[config.mk]
export PLATFORM = sky130hd
export DESIGN_NAME = mix_columns_engine_flat
export DESIGN_NICKNAME = d
export VERILOG_FILES = /design/src/rtl/aes_pkg.sv /design/src/rtl/mix_columns_engine_if.sv /design/src/rtl/mix_column_unit.sv /design/src/rtl/mix_columns_engine.sv /design/src/flat_wrapper.sv
export SDC_FILE = /design/constraint.sdc
export NUM_CORES = 1
export LEC_CHECK = 0
export ABC_CLOCK_PERIOD_IN_PS = 3200
export BUFFER_PORTS_ARGS = -buffer_cell sky130_fd_sc_hd__buf_2
export CORE_MARGIN = 2
export CORE_UTILIZATION = 35
export CTS_CLUSTER_DIAMETER = 100
export DETAILED_ROUTE_END_ITERATION = 10
export PLACE_DENSITY = 0.6
export SETUP_SLACK_MARGIN = 0.5
export SYNTH_ARGS = -nofsm -noshare
export SYNTH_HDL_FRONTEND = slang
export SYNTH_SLANG_ARGS = --single-unit
[constraint.sdc]
create_clock -name clk -period 3.2 [get_ports clk]
set_clock_uncertainty 0.15 [all_clocks]
set_input_delay 0.16 -clock clk [delete_from_list [all_inputs] [get_ports clk]]
set_output_delay 0.16 -clock clk [all_outputs]
set_load 0.05 [all_outputs]
[src/rtl/aes_pkg.sv]
// Shared AES MixColumns types, widths and GF(2^8) helpers.
// InvMixColumns support is enabled by defining MIX_COLUMNS_INV_EN.
package aes_pkg;

  localparam int STATE_W = 128;
  localparam int COL_W   = 32;

  typedef enum logic [1:0] {
    IDLE = 2'd0,
    BUSY = 2'd1,
    DONE = 2'd2
  } state_e;

  function automatic logic [7:0] xtime(
    input logic [7:0] a
  );
    return {a[6:0], 1'b0} ^ (a[7] ? 8'h1b : 8'h00);
  endfunction

  // constant multipliers used here all fit in 4 bits
  function automatic logic [7:0] gf_mul(
    input logic [7:0] a,
    input logic [3:0] k
  );
    logic [7:0] acc;
    logic [7:0] p;
    acc = 8'h00;
    p   = a;
    for (int i = 0; i < 4; i++) begin
      if (k[i]) acc = acc ^ p;
      p = xtime(p);
    end
    return acc;
  endfunction

endpackage

[src/rtl/mix_columns_engine_if.sv]
// Handshake bundle between a state producer/consumer and the engine.
// inv_sel only exists when MIX_COLUMNS_INV_EN is defined.
interface mix_columns_engine_if;
  import aes_pkg::*;

  logic               in_valid;
  logic               in_ready;
  logic [0:STATE_W-1] state_in;
  logic               out_valid;
  logic               out_ready;
  logic [0:STATE_W-1] state_out;
`ifdef MIX_COLUMNS_INV_EN
  logic               inv_sel;
`endif

  modport master (
`ifdef MIX_COLUMNS_INV_EN
    output inv_sel,
`endif
    output in_valid,
    output state_in,
    output out_ready,
    input  in_ready,
    input  out_valid,
    input  state_out
  );

  modport slave (
`ifdef MIX_COLUMNS_INV_EN
    input  inv_sel,
`endif
    input  in_valid,
    input  state_in,
    input  out_ready,
    output in_ready,
    output out_valid,
    output state_out
  );

endinterface

[src/rtl/mix_column_unit.sv]
// Combinational single-column MixColumns transform.
// Inverse path (inv input) only built with MIX_COLUMNS_INV_EN.
module mix_column_unit
  import aes_pkg::*;
(
`ifdef MIX_COLUMNS_INV_EN
  input  logic             inv,
`endif
  input  logic [COL_W-1:0] col_in,
  output logic [COL_W-1:0] col_out
);

  logic [7:0] a0, a1, a2, a3;
  logic [COL_W-1:0] fwd;

  assign a0 = col_in[31:24];
  assign a1 = col_in[23:16];
  assign a2 = col_in[15:8];
  assign a3 = col_in[7:0];

  assign fwd = {
    gf_mul(a0, 4'd2) ^ gf_mul(a1, 4'd3) ^ a2 ^ a3,
    a0 ^ gf_mul(a1, 4'd2) ^ gf_mul(a2, 4'd3) ^ a3,
    a0 ^ a1 ^ gf_mul(a2, 4'd2) ^ gf_mul(a3, 4'd3),
    gf_mul(a0, 4'd3) ^ a1 ^ a2 ^ gf_mul(a3, 4'd2)
  };

`ifdef MIX_COLUMNS_INV_EN
  logic [COL_W-1:0] rev;

  assign rev = {
    gf_mul(a0, 4'd14) ^ gf_mul(a1, 4'd11) ^
    gf_mul(a2, 4'd13) ^ gf_mul(a3, 4'd9),
    gf_mul(a0, 4'd9) ^ gf_mul(a1, 4'd14) ^
    gf_mul(a2, 4'd11) ^ gf_mul(a3, 4'd13),
    gf_mul(a0, 4'd13) ^ gf_mul(a1, 4'd9) ^
    gf_mul(a2, 4'd14) ^ gf_mul(a3, 4'd11),
    gf_mul(a0, 4'd11) ^ gf_mul(a1, 4'd13) ^
    gf_mul(a2, 4'd9) ^ gf_mul(a3, 4'd14)
  };

  assign col_out = inv ? rev : fwd;
`else
  assign col_out = fwd;
`endif

endmodule

[src/rtl/mix_columns_engine.sv]
// Multi-cycle AES MixColumns engine, COLS_PER_CYCLE columns per cycle.
// Define MIX_COLUMNS_INV_EN to add inv_sel / InvMixColumns.
module mix_columns_engine
  import aes_pkg::*;
#(
  parameter int COLS_PER_CYCLE = 1
) (
  input logic                clk,
  input logic                rst,
  mix_columns_engine_if.slave bus
);

  localparam int NCYC = 4 / COLS_PER_CYCLE;
  localparam logic [1:0] LAST = 2'(NCYC - 1);

  if (!(COLS_PER_CYCLE == 1 ||
        COLS_PER_CYCLE == 2 ||
        COLS_PER_CYCLE == 4)) begin : g_bad_cfg
    $error("COLS_PER_CYCLE must be 1, 2 or 4");
  end

  state_e             state_q;
  state_e             state_d;
  logic [1:0]         cnt_q;
  logic [0:STATE_W-1] work_q;
  logic [0:STATE_W-1] res_q;
  logic               accept;
  logic [1:0]         idx     [COLS_PER_CYCLE];
  logic [COL_W-1:0]   col_out [COLS_PER_CYCLE];
`ifdef MIX_COLUMNS_INV_EN
  logic               inv_q;
`endif

  assign accept = bus.in_valid && (state_q == IDLE);

  for (genvar i = 0; i < COLS_PER_CYCLE; i++) begin : g_col
    assign idx[i] = 2'(int'(cnt_q) * COLS_PER_CYCLE + i);

    mix_column_unit u_col (
`ifdef MIX_COLUMNS_INV_EN
      .inv     (inv_q),
`endif
      .col_in  (work_q[{idx[i], 5'd0} +: COL_W]),
      .col_out (col_out[i])
    );
  end

  always_ff @(posedge clk) begin
    if (rst) state_q <= IDLE;
    else     state_q <= state_d;
  end

  always_comb begin
    state_d = state_q;
    unique case (state_q)
      IDLE:    if (bus.in_valid)  state_d = BUSY;
      BUSY:    if (cnt_q == LAST) state_d = DONE;
      DONE:    if (bus.out_ready) state_d = IDLE;
      default: state_d = IDLE;
    endcase
  end

  always_ff @(posedge clk) begin
    if (rst) begin
      cnt_q  <= '0;
      work_q <= '0;
      res_q  <= '0;
`ifdef MIX_COLUMNS_INV_EN
      inv_q  <= 1'b0;
`endif
    end else if (accept) begin
      cnt_q  <= '0;
      work_q <= bus.state_in;
`ifdef MIX_COLUMNS_INV_EN
      inv_q  <= bus.inv_sel;
`endif
    end else if (state_q == BUSY) begin
      cnt_q <= cnt_q + 2'd1;
      // only the columns of this cycle are overwritten
      for (int i = 0; i < COLS_PER_CYCLE; i++) begin
        res_q[{idx[i], 5'd0} +: COL_W] <= col_out[i];
      end
    end
  end

  assign bus.in_ready  = (state_q == IDLE);
  assign bus.out_valid = (state_q == DONE);
  assign bus.state_out = res_q;

endmodule

[src/flat_wrapper.sv]
// flat-port wrapper written by rule: the top's interface ports become plain ports
module mix_columns_engine_flat import aes_pkg::*;
#(
  parameter int COLS_PER_CYCLE = 1
)
  (clk, rst, bus_in_valid, bus_state_in, bus_out_ready, bus_in_ready, bus_out_valid, bus_state_out);
  mix_columns_engine_if bus_i ();
  input logic clk;
  input logic rst;
  input wire logic [$bits(bus_i.in_valid)-1:0] bus_in_valid;
  input wire logic [$bits(bus_i.state_in)-1:0] bus_state_in;
  input wire logic [$bits(bus_i.out_ready)-1:0] bus_out_ready;
  output wire logic [$bits(bus_i.in_ready)-1:0] bus_in_ready;
  output wire logic [$bits(bus_i.out_valid)-1:0] bus_out_valid;
  output wire logic [$bits(bus_i.state_out)-1:0] bus_state_out;
  assign bus_i.in_valid = bus_in_valid;
  assign bus_i.state_in = bus_state_in;
  assign bus_i.out_ready = bus_out_ready;
  assign bus_in_ready = bus_i.in_ready;
  assign bus_out_valid = bus_i.out_valid;
  assign bus_state_out = bus_i.state_out;
  mix_columns_engine #(.COLS_PER_CYCLE(COLS_PER_CYCLE)) u_core (.clk(clk), .rst(rst), .bus(bus_i));
endmodule
==> metrics.csv <==
metric;value;unit
status;finished clean;
Peak VDD IR;0.3996;mV
main combinational cell family by area after synthesis;simple AND/OR/NAND/NOR gates;
critical path type;reg2reg;
Final period util;81.62;%
vias in the first global route;9226;
Post-Synthesis Cell Area;10550;µm²
Clock Sinks;260;
share of cells above drive strength 1;24.80;%
CP bufs+invs;1;
PwrDens;555.0;nW/µm²
nets;1649;
Worst EP required;3.45;ns
register share of total power;42.2;%
Seq cells post-synth;260;
synthesized net count;1245;
final number of max-transition violations;0;
Combinational Power Share;20.4;%
clock latency on the worst-skew pair;0.54;ns
Worst-Margin Slew;1.017;ns
TritonCTS clock tree;yes;
dpl hpwl;23920;µm
CP Capture Type;flip-flop;
I/O Pins;262;
Synth Flop Type;dfxtp_1;
H-tree Lvls;1;
Unique masters post-synth;31;
core area;29640;µm²
Vias;9413;
WL final;35490;µm
area grow syn2layout;40.39;%
DR WL/cell;18.45;µm
DRC violations left;0;
CTS Buffer Depth;3;
crit-path cells;buf_12 -> mux4_2 -> xnor3_1 -> xor2_1 -> o21ai_0;
Adder-Cell Fraction of Synth Area;0.4745;%
Sw Share;28.21;%
fin cells;1923;
Finish-stage setup viols;0;
first-pass GRT wire length;52530;µm
Starting DRT DRC Count;683;
top-area cell type share of the netlist area;49.35;%
sequential cell area fraction in the yosys report;49.35;%
Post-synth EDFFs;0;
Die W;177.6;µm
critical path's largest stage delay;0.59;ns
compound-gate portion of the synthesized area;12.88;%
most common cell in the synthesized netlist;nand2_1;
leading area contributor after synthesis;dfxtp_1;
Post-Synthesis Cells;1109;
top cell family by delay on the critical path;XOR/XNOR gates;
Sw Pwr;0.002319;W
Reg clk slew, reported paths;0.06;ns
FMAX;382.9;MHz
synth top area cells;dfxtp_1, nand2_1, xnor3_1;
Final Hold Viols;0;
RSZ-0062 raised after global routing;false;
Synth Area in Simple Gates;14.39;%
CP Launch Type;flip-flop;
max_cap viols;0;
Async SR Flop Fraction;0;%
Avg Inst Size Synth;9.511;µm²
arrival time at the worst endpoint;2.87;ns
Overall Power;0.008218;W
IO buf count;261;
Core Util, Final;49.96;%
leading cell types by count after synthesis;nand2_1, dfxtp_1, a21oi_1;
initial antenna violation count;1;
pin count of the biggest net entering global routing;98;
Clk pwr share;37.4;%
Starting Density;35.59;%
RePlAce Congestion;0.8232;
internal power;0.005900;W
setup TNS;0;ns
first-pass iteration count of the detailed router;5;
Root Driver;clkbuf_16;
Die ar.;31540;µm²
vias per inst;4.895;
leakage power;6.439;nW
Fillers;2763;
CP max-delay cell;mux4_2;
Placed Cells incl. Taps;1708;
crit path time final;2.612;ns
Max Fanout on Critical Path;14;
Chip Height;177.6;µm
Ys Warns;0;
relative slew slack;32.19;%
gr usage total;21.69;%
TritonCTS Buffers;28;
Antenna Nets Post-Route;0;
hold crit path type;in2reg;
mux cell area share after synthesis;6.928;%
row count;63;
XOR/XNOR Fraction of Synth Area;12.75;%
grt ovf;0;
final cells by class:
type	count	area [µm²]	share of cell area, %
Tap cell	390	488.0	3.295
Clock inverter	5	30.03	0.2028
Timing Repair Buffer	449	3168	21.39
Clock buffer	44	842.1	5.687
Multi-Input combinational cell	770	5052	34.12
Sequential cell	260	5210	35.18
Antenna cell	1	2.502	0.01690
Inverter	4	15.01	0.1014
placed cells by master (no fill, tap or decap), drive strengths merged, types with 3 or more instances in the layout:
cell,synthesis,final
nand2,379,379
o21ai,120,120
dfxtp,260,260
a22o,8,8
clkbuf,65,44
inv,4,4
xor3,3,3
dlygate4sd3,0,164
nand3,4,4
buf,11,285
ha,4,4
mux4,32,32
a21oi,133,133
and3,4,4
xnor2,22,22
xor2,6,6
nor2,3,3
clkinv,0,3
xnor3,41,41
through the flow:
step	worst slack (ns)	hold WS (ns)	cell area, µm²
detailed placement	0.3268	0.2602	12260
finish	0.5880	0.2530	14810
global route	0.5016	0.2571	14810
global placement	0.3402	0.2557	12260
CTS	0.5837	0.2372	14790
floorplan	0.8033	0.1460	10550
kinds of logic after synthesis:
kind of cell	Yosys count
simple gates	396
compound gates	264
flops	260
buf+inv	80
xor+xnor	72
mux	33
fa+ha+maj	4
final timing paths:
path	to	slack, ns	cells after the start	from
max reg2reg	u_core.bus.state_out[125]	0.59	5	u_core.cnt_q[0]
min reg2reg	u_core.bus.state_out[43]	0.29	2	u_core.bus.state_out[43]
min	u_core.work_q[66]	0.25	4	bus_state_in[61]
max	u_core.bus.state_out[125]	0.59	5	u_core.cnt_q[0]
per-layer routing:
metal	GRT usage [%]	routed length, µm	vias up
li1	-	-	4539
met1	28.73	15270	4436
met2	36.55	16880	372
met3	3.171	2304	66
met4	6.660	1037	0
met5	0	0	-
timing repair:
item,in CTS,in global routing
buffers inserted,0,0
resized for setup,2,2
hold endpoints to repair,132,0
pin swaps,0,1
gates cloned,0,1
hold buffers,164,0
setup endpoints to repair,12,7
sequential cells by signal (all words and copies together), names as in the netlist:
register              flops
u_core.bus.state_out    128
u_core.cnt_q              2
u_core.state_q            2
u_core.work_q           128
power groups by stage:
stage / clock [W] / sequential, W / combinational, W
2_1_floorplan: 0 / 0.00368 / 0.000868
3_3_place_gp: 0 / 0.00353 / 0.00149
3_5_place_dp: 0 / 0.00354 / 0.00149
4_1_cts: 0.00312 / 0.00347 / 0.00166
5_1_grt: 0.00326 / 0.00348 / 0.00178
6_report: 0.00308 / 0.00347 / 0.00167
worst reg2reg max path: cells and delay by family (launching register included):
kind,cells,cell delay (ns)
buffers and inverters,1,0.20
flip-flops,1,0.47
XOR/XNOR,2,0.89
AO/OA/AOI/OAI,1,0.17
multiplexers,1,0.60
No activity file was read; power rests on OpenSTA's default activity.
